--- src/rtl/ram_dma_pkg.sv ---
`default_nettype none
// ============================================================================
// Module   : ram_dma_pkg
// Desc     : Shared state encoding, byte-lane and width defaults for ram_dma.
// Revision : 1.0 - initial release
// ============================================================================
package ram_dma_pkg;

  localparam int ADDR_W_DEF = 22;
  localparam int LEN_W_DEF  = 16;
  localparam int RD_LAT_DEF = 1;

  localparam logic [3:0] SEL_ALL = 4'hF;

  typedef enum logic [2:0] {
    S_IDLE    = 3'd0,
    S_RD      = 3'd1,
    S_RD_WAIT = 3'd2,
    S_WR      = 3'd3,
    S_FINISH  = 3'd4
  } state_e;

  // Plain-vector aliases so the FSM register stays a simple logic vector.
  localparam logic [2:0] ST_IDLE    = S_IDLE;
  localparam logic [2:0] ST_RD      = S_RD;
  localparam logic [2:0] ST_RD_WAIT = S_RD_WAIT;
  localparam logic [2:0] ST_WR      = S_WR;
  localparam logic [2:0] ST_FINISH  = S_FINISH;

endpackage : ram_dma_pkg
`default_nettype wire

--- src/rtl/ram_dma_if.sv ---
`default_nettype none
// ============================================================================
// Module   : ram_dma_if
// Desc     : Single-port RAM word bus (cyc/we/sel/addr/wdata/rdata).
// Revision : 1.0 - initial release
// ============================================================================
interface ram_dma_if;

  logic        cyc;
  logic        we;
  logic [3:0]  sel;
  logic [31:0] addr;
  logic [31:0] wdata;
  logic [31:0] rdata;

  modport master (
    output cyc,
    output we,
    output sel,
    output addr,
    output wdata,
    input  rdata
  );

  modport slave (
    input  cyc,
    input  we,
    input  sel,
    input  addr,
    input  wdata,
    output rdata
  );

endinterface : ram_dma_if
`default_nettype wire

--- src/rtl/ram_dma.sv ---
`default_nettype none
// ============================================================================
// Module   : ram_dma
// Desc     : Word-copy DMA initiator on the RAM bus: one read then one
//            full-word write per word, ascending addresses.
// Options  : RAM_DMA_FILL_EN adds fill/pattern ports for pattern fill.
// Revision : 1.0 - initial release
// ============================================================================
module ram_dma
  import ram_dma_pkg::*;
#(
  parameter int ADDR_W = ADDR_W_DEF,
  parameter int LEN_W  = LEN_W_DEF,
  parameter int RD_LAT = RD_LAT_DEF
) (
  input  logic              ck,
  input  logic              rst_n,
  input  logic              start,
  input  logic              abort,
  input  logic [ADDR_W-1:0] src,
  input  logic [ADDR_W-1:0] dst,
  input  logic [LEN_W-1:0]  len,
`ifdef RAM_DMA_FILL_EN
  input  logic              fill,
  input  logic [31:0]       pattern,
`endif
  output logic              busy,
  output logic              done,
  output logic [LEN_W-1:0]  remaining,
  ram_dma_if.master         bus
);

  localparam int WAIT_W = (RD_LAT > 1) ? $clog2(RD_LAT) : 1;
  localparam logic [WAIT_W-1:0] WAIT_LOAD = WAIT_W'(RD_LAT - 1);

  logic [2:0]        r_state;
  logic [ADDR_W-1:0] r_src_cur;
  logic [ADDR_W-1:0] r_dst_cur;
  logic [LEN_W-1:0]  r_rem;
  logic [31:0]       r_buf;
  logic [WAIT_W-1:0] r_wait;
`ifdef RAM_DMA_FILL_EN
  logic              r_fill;
`endif

  always_ff @(posedge ck or negedge rst_n) begin
    if (!rst_n) begin
      r_state   <= ST_IDLE;
      r_src_cur <= '0;
      r_dst_cur <= '0;
      r_rem     <= '0;
      r_buf     <= '0;
      r_wait    <= '0;
`ifdef RAM_DMA_FILL_EN
      r_fill    <= 1'b0;
`endif
    end else begin
      case (r_state)
        ST_IDLE: begin
          // abort alongside start cancels the request outright
          if (start && !abort) begin
            r_src_cur <= src;
            r_dst_cur <= dst;
            r_rem     <= len;
            if (len == '0) begin
              r_state <= ST_FINISH;
            end else begin
`ifdef RAM_DMA_FILL_EN
              r_fill <= fill;
              if (fill) begin
                r_buf   <= pattern;
                r_state <= ST_WR;
              end else begin
                r_state <= ST_RD;
              end
`else
              r_state <= ST_RD;
`endif
            end
          end
        end

        ST_RD: begin
          if (abort) begin
            r_state <= ST_IDLE;
          end else begin
            r_wait  <= WAIT_LOAD;
            r_state <= ST_RD_WAIT;
          end
        end

        ST_RD_WAIT: begin
          if (abort) begin
            r_state <= ST_IDLE;
          end else if (r_wait == '0) begin
            r_buf   <= bus.rdata;
            r_state <= ST_WR;
          end else begin
            r_wait <= r_wait - 1'b1;
          end
        end

        ST_WR: begin
          // The write is on the bus this cycle, so it counts even under abort.
          r_src_cur <= r_src_cur + 1'b1;
          r_dst_cur <= r_dst_cur + 1'b1;
          r_rem     <= r_rem - 1'b1;
          if (abort) begin
            r_state <= ST_IDLE;
          end else if (r_rem == LEN_W'(1)) begin
            r_state <= ST_FINISH;
          end else begin
`ifdef RAM_DMA_FILL_EN
            r_state <= r_fill ? ST_WR : ST_RD;
`else
            r_state <= ST_RD;
`endif
          end
        end

        ST_FINISH: begin
          r_state <= ST_IDLE;
        end

        default: begin
          r_state <= ST_IDLE;
        end
      endcase
    end
  end

  // Bus outputs decode straight from state so reset clears them immediately.
  always_comb begin
    bus.cyc   = 1'b0;
    bus.we    = 1'b0;
    bus.sel   = 4'h0;
    bus.addr  = 32'h0;
    bus.wdata = 32'h0;
    case (r_state)
      ST_RD, ST_RD_WAIT: begin
        bus.cyc  = 1'b1;
        bus.addr = 32'(r_src_cur);
      end
      ST_WR: begin
        bus.cyc   = 1'b1;
        bus.we    = 1'b1;
        bus.sel   = SEL_ALL;
        bus.addr  = 32'(r_dst_cur);
        bus.wdata = r_buf;
      end
      default: begin
        bus.cyc = 1'b0;
      end
    endcase
  end

  always_comb begin
    busy      = (r_state == ST_RD) || (r_state == ST_RD_WAIT) || (r_state == ST_WR);
    done      = (r_state == ST_FINISH);
    remaining = r_rem;
  end

endmodule : ram_dma
`default_nettype wire

--- src/flat_wrapper.sv ---
// flat-port wrapper written by rule: the top's interface ports become plain ports
module ram_dma_flat import ram_dma_pkg::*;
#(
  parameter int ADDR_W = ADDR_W_DEF,
  parameter int LEN_W  = LEN_W_DEF,
  parameter int RD_LAT = RD_LAT_DEF
)
  (ck, rst_n, start, abort, src, dst, len, busy, done, remaining, bus_cyc, bus_we, bus_sel, bus_addr, bus_wdata, bus_rdata);
  ram_dma_if bus_i ();
  input  logic ck;
  input  logic rst_n;
  input  logic start;
  input  logic abort;
  input  logic [ADDR_W-1:0] src;
  input  logic [ADDR_W-1:0] dst;
  input  logic [LEN_W-1:0] len;
  output logic busy;
  output logic done;
  output logic [LEN_W-1:0] remaining;
  output wire logic [$bits(bus_i.cyc)-1:0] bus_cyc;
  output wire logic [$bits(bus_i.we)-1:0] bus_we;
  output wire logic [$bits(bus_i.sel)-1:0] bus_sel;
  output wire logic [$bits(bus_i.addr)-1:0] bus_addr;
  output wire logic [$bits(bus_i.wdata)-1:0] bus_wdata;
  input wire logic [$bits(bus_i.rdata)-1:0] bus_rdata;
  assign bus_cyc = bus_i.cyc;
  assign bus_we = bus_i.we;
  assign bus_sel = bus_i.sel;
  assign bus_addr = bus_i.addr;
  assign bus_wdata = bus_i.wdata;
  assign bus_i.rdata = bus_rdata;
  ram_dma #(.ADDR_W(ADDR_W), .LEN_W(LEN_W), .RD_LAT(RD_LAT)) u_core (.ck(ck), .rst_n(rst_n), .start(start), .abort(abort), .src(src), .dst(dst), .len(len), .busy(busy), .done(done), .remaining(remaining), .bus(bus_i));
endmodule
--- config.mk ---
export PLATFORM = sky130hd
export DESIGN_NAME = ram_dma_flat
export DESIGN_NICKNAME = d
export VERILOG_FILES = /design/src/rtl/ram_dma_pkg.sv /design/src/rtl/ram_dma_if.sv /design/src/rtl/ram_dma.sv /design/src/flat_wrapper.sv
export SDC_FILE = /design/constraint.sdc
export NUM_CORES = 1
export LEC_CHECK = 0
export CAP_MARGIN = 30
export CELL_PAD_IN_SITES_DETAIL_PLACEMENT = 0
export CELL_PAD_IN_SITES_GLOBAL_PLACEMENT = 1
export CORE_UTILIZATION = 35
export CTS_CLUSTER_DIAMETER = 40
export DETAILED_ROUTE_END_ITERATION = 10
export PLACE_DENSITY_LB_ADDON = 0.1
export SLEW_MARGIN = 20
export SYNTH_ARGS = -nofsm -noshare
export SYNTH_HDL_FRONTEND = slang
export SYNTH_SLANG_ARGS = --single-unit
--- constraint.sdc ---
create_clock -name ck -period 2.55 [get_ports ck]
set_input_delay 0.51 -clock ck [delete_from_list [all_inputs] [get_ports ck]]
set_output_delay 0.51 -clock ck [all_outputs]
set_load 0.01 [all_outputs]
# ---- Word level (Yosys, flattened, before mapping)
# Index checks and enable logic that the tools add are counted.
dict set report word_totals {
  register_bits 96
  input_bits 96
  wordCells 58
}
dict set report op_classes {
  add_sub_neg 4
  n_eq_ne 9
  n_mux 23
  bitwise 2
  n_reduce_logical 14
}
# op n
set op_table {}
lappend op_table {{case mux 22 bit (2 select lines)} 3}
lappend op_table {{adder 22 x 1 -> 22 bit (second input constant)} 2}
lappend op_table {{two-way mux 22 bit} 2}
lappend op_table {{two-way mux 32 bit} 1}
lappend op_table {{case mux 16 bit (2 select lines)} 1}
lappend op_table {{two-way mux 3 bit} 6}
lappend op_table {{== test 16 x 1 -> 1 bit (second input constant)} 1}
lappend op_table {{zero test 16 bit} 1}
lappend op_table {{two-way mux 16 bit} 1}
lappend op_table {{subtractor 16 x 1 -> 16 bit (second input constant)} 1}
lappend op_table {{case mux 3 bit (4 select lines)} 1}
lappend op_table {{== test 3 x 2 -> 1 bit (second input constant)} 2}
lappend op_table {{AND reduction 3 bit} 2}
lappend op_table {{two-way mux 1 bit} 5}
lappend op_table {{two-way mux 4 bit} 1}
lappend op_table {{!= test 2 bit (second input constant)} 2}
lappend op_table {{AND reduction 2 bit} 2}
lappend op_table {{nonzero test 2 bit} 2}
lappend op_table {{== test 3 x 1 -> 1 bit (second input constant)} 1}
lappend op_table {{== test 3 bit (second input constant)} 1}
lappend op_table {{zero test 3 bit} 1}
lappend op_table {{!= test 3 bit (second input constant)} 1}
lappend op_table {{OR reduction 3 bit} 1}
lappend op_table {{logical OR 1 bit} 2}
lappend op_table {{8 further kinds} 9}

# ---- Logic depth before layout (Yosys ltp)
dict set report depth {
  depth_word 4
  ltp_mapped 8
  ltp_nobuf 6
}

# ---- Worst setup path before layout
# OpenSTA, ideal clock, no wires.
dict set report synth_timing {
  path_type {register to output}
  from {reg u_core.r_state[1]}
  to {out bus_wdata[23]}
  arrival_time_ps 1581
  required_time_ps 2040
  path_slack_ps 459
  path_stages_with_launch 7
  n_path_buf 3
  cell_sequence {dfrtp_1 > buf_2 > nand3b_1 > inv_1 > clkbuf_1 > clkbuf_1 > and2_1}
}
dict set report synth_between {
  elab_chain_len 2
}
# element line
set synth_rtl {}
lappend synth_rtl {{start, declared} ram_dma.sv:36} ;# logic [2:0] r_state;
lappend synth_rtl {{start signal, assigned} ram_dma.sv:48} ;# r_state <= ST_IDLE;
lappend synth_rtl {{start signal, assigned} ram_dma.sv:66} ;# r_state <= ST_FINISH;
lappend synth_rtl {{start signal, assigned} ram_dma.sv:77} ;# r_state <= ST_RD;
lappend synth_rtl {{== test 3 x 2 -> 1 bit} ram_dma.sv:139} ;# case (r_state)
lappend synth_rtl {{two-way mux 32 bit} ram_dma.sv:139}
lappend synth_rtl {{end, declared} flat_wrapper.sv:24} ;# output wire logic [$bits(bus_i.wdata)-1:0] bus_wdata;
# Every way passes these cells.

# ---- Worst setup path after layout
dict set report layout_timing {
  from {reg u_core.r_state[0]}
  to {out bus_addr[18]}
}
dict set report layout_between {
  elab_chain_len 3
}
# element line
set layout_rtl {}
lappend layout_rtl {{== test 3 x 2 -> 1 bit or == test 3 x 1 -> 1 bit (tied branches)} ram_dma.sv:139}
lappend layout_rtl {{OR reduction 2 bit} n/a}
lappend layout_rtl {{case mux 22 bit (2 select lines) (*)} ram_dma.sv:139}
lappend layout_rtl {{end, declared} flat_wrapper.sv:23} ;# output wire logic [$bits(bus_i.addr)-1:0] bus_addr;
# Mark *: on every way between the ends. The rest lies on a longest branch, timed or not.

==> flow_summary.ini <==
[run]
drv_cap = 0

[yosys]
synth_cell_types = 59
ys_ff_latch = 95
synth-async-reset-ratio = 1.00
synthCells = 617
synth_ff_type = dfrtp_1
yosysSeqAreaShare = 0.413
avgSynthCellArea_um2 = 9.32
syn_area_mm2 = 0.00575
synth_edf_count = 0
synth_warnings = 0

[sta]
final_critical_path_setup_slack_ps = 68.2
tightest_slew_ps = 819
hold_viol_final = 0
setup_tns_ps = 0
fin_crit_ps = 2480
slew_violations = 0
rsz0062_at_grt = false
timing.fmax_mhz = 403
final-setup-viol-count = 0
finalClockSkew_ps = 5.06
finalCritPeriodShare = 0.973
maxSlewHeadroom = 0.454

[clock_tree]
clk_pin_slew_ps = 70
clock-sinks = 95
clock_latency_ps = 350
cts_tree = yes
cts_buffer_depth = 2
ctsHoldBuffers = 0
cts_made_buffers = 9
htreeDepth = 3
root_buffer = clkbuf_16

[worst_setup_path]
critPathArrivalTime_ps = 1970
cp.required_ps = 2040
crit_fanout = 16
end_kind = output port
cp-start-kind = register
critPathKind = reg2out

[power_and_ir_drop]
peakVddDrop_v = 0.000427
p_leak_nw = 3.67
powerDensity_mw_per_mm2 = 1060

[global_route]
gr-max-usage-layer = met2
use_met2 = 0.374
grt_pass1_wl_um = 29800
use_met1 = 0.293
grt-ovfl-total = 0
use_met3 = 0.0640
grt_pass1_vias = 5624
grt_max_degree = 61
grt_usage = 0.229
antenna_found_initial = 0

[floorplan]
coreArea_mm2 = 0.0159
die_w_um = 130
die_y_um = 130
row_count = 46
start_util = 0.361
die-area_mm2 = 0.0169
io_pins = 184

[drt]
viasPerCell = 5.61
drc = 0
via_count = 5670
firstDrtPassIters = 5
drtIter0Drc = 456
drt_wl_total_um = 18800
wire_per_inst_um = 18.6
ant_nets = 0

[cells_and_area]
syn2layout_area_growth_pct = 43.4
final-instance-count-excl-fill = 1010
antenna_cells = 0
fin_util = 0.517
drive_gt1_frac = 0.154
nNetsFinal = 889
fillerInstances = 1490

[placed_design]
port_buffers = 173
dp_cells = 990
pre_cts_ws_ps = 150
hpwlAfterDp_um = 13600
gp_congestion = 0.836

[hold_path]
hp-class = in2async

[run_status]
outcome = finished, final reports clean
==> final cells by class <==
class                      count  area, µm²  area share
clock inverter                 6       68.8     0.00834
inverter                       9       36.3     0.00440
multi-input combinational    466       3110       0.377
clock buffer                  10        229      0.0278
sequential                    95       2380       0.289
timing repair buffer         208       2150       0.261
tap                          216        270      0.0328
==> power by group <==
part	switching, mW	internal (mW)
Clock	0.639	0.769
Sequential	0.889	2.23
Combinational	1.97	2.24
Total	3.50	5.24
==> synth_stat cells, types with 2 or more instances <==
cell | instances | area share
a211o_1 | 2 | 0.0030
nor3b_1 | 3 | 0.0039
nand2_1 | 36 | 0.023
a311oi_1 | 14 | 0.021
inv_1 | 9 | 0.0059
a221o_1 | 5 | 0.0087
nor4b_1 | 3 | 0.0046
buf_2 | 12 | 0.010
o221a_2 | 4 | 0.0078
and3_1 | 8 | 0.0087
or4_1 | 4 | 0.0052
nand4_1 | 12 | 0.013
o211ai_1 | 6 | 0.0078
nand3_1 | 18 | 0.016
dfrtp_1 | 95 | 0.41
o21ai_0 | 13 | 0.011
or4_4 | 3 | 0.0059
nor3_1 | 25 | 0.022
buf_4 | 17 | 0.022
ha_1 | 4 | 0.0087
a22oi_1 | 23 | 0.030
clkbuf_1 | 23 | 0.015
buf_1 | 3 | 0.0020
nor4_1 | 16 | 0.017
nor2_1 | 75 | 0.049
or2_2 | 2 | 0.0022
nand2b_1 | 2 | 0.0022
nor2b_1 | 2 | 0.0022
and2_1 | 37 | 0.040
a211oi_1 | 20 | 0.026
or3_1 | 6 | 0.0065
mux2_2 | 48 | 0.094
a31oi_1 | 4 | 0.0044
a21oi_1 | 18 | 0.016
o311ai_0 | 9 | 0.014
o22ai_1 | 6 | 0.0065
and4_1 | 8 | 0.012
==> kinds of logic after synthesis <==
family          after synthesis  synth area share
compound gates              135             0.173
xor+xnor                      1           0.00152
fa+ha+maj                     4           0.00870
buf+inv                      65            0.0564
flops                        95             0.413
mux                          49            0.0957
other cells                   1          0.000652
simple gates                267             0.250
==> cell usage in the layout (no fill, tap or decap), types with 16 or more instances in the layout <==
master,count
clkdlybuf4s50_1,137
dfrtp_1,93
nor2_1,75
mux2_2,48
and2_1,36
nand2_1,35
dlymetal6s2s_1,30
buf_4,28
nor3_1,25
a22oi_1,21
a211oi_1,20
a21oi_1,18
nand3_1,18
nor4_1,16
==> worst paths after layout <==
| kind | start | to | slack (ps) | depth (start not counted) |
|---|---|---|---|---|
| min in group ck | u_core.r_buf[6] | u_core.r_buf[6] | 500 | 1 |
| max reg2reg | u_core.r_state[0] | u_core.r_dst_cur[21] | 410 | 8 |
| max | u_core.r_state[0] | bus_addr[18] | 70 | 5 |
| max in group asynchronous | rst_n | u_core.r_dst_cur[0] | 1650 | 2 |
| min reg2reg | u_core.r_buf[6] | u_core.r_buf[6] | 500 | 1 |
| min | rst_n | u_core.remaining[8] | 240 | 1 |
==> through the flow <==
stage                     power, mW  hold WS [ps]  instance area [µm²]
after floorplan                5.35           214                 5780
after global placement         7.23           482                 7820
after detailed placement       7.35           487                 7820
after CTS                      8.83           269                 8150
after global routing           9.37           306                 8250
final                          8.74           235                 8250
==> state kept, by name (all words and copies together), names as in the netlist <==
| name | count |
|---|---|
| u_core.remaining | 16 |
| u_core.r_state | 3 |
| u_core.r_buf | 32 |
| u_core.r_src_cur | 22 |
| u_core.r_dst_cur | 22 |
==> worst max-delay path, stage by stage (launching register included) <==
cell,delay [ps]
dfrtp_2,450
buf_12,170
mux2_2,330
a22oi_1,130
nor2_1,60
clkdlybuf4s50_1,480
==> per-layer routing <==
layer  vias up  wire length (µm)
li1       2645                 -
met1      2807              8140
met2       197              8980
met3        21              1360
met4         0               284
met5         -                 0
==> timing repair <==
item / 4_1_cts / 5_1_grt
gates cloned: 0 / 0
gates resized for setup: 12 / 33
setup endpoints to repair: 48 / 31
buffers inserted: 3 / 1
No activity file was read; power rests on OpenSTA's default activity.
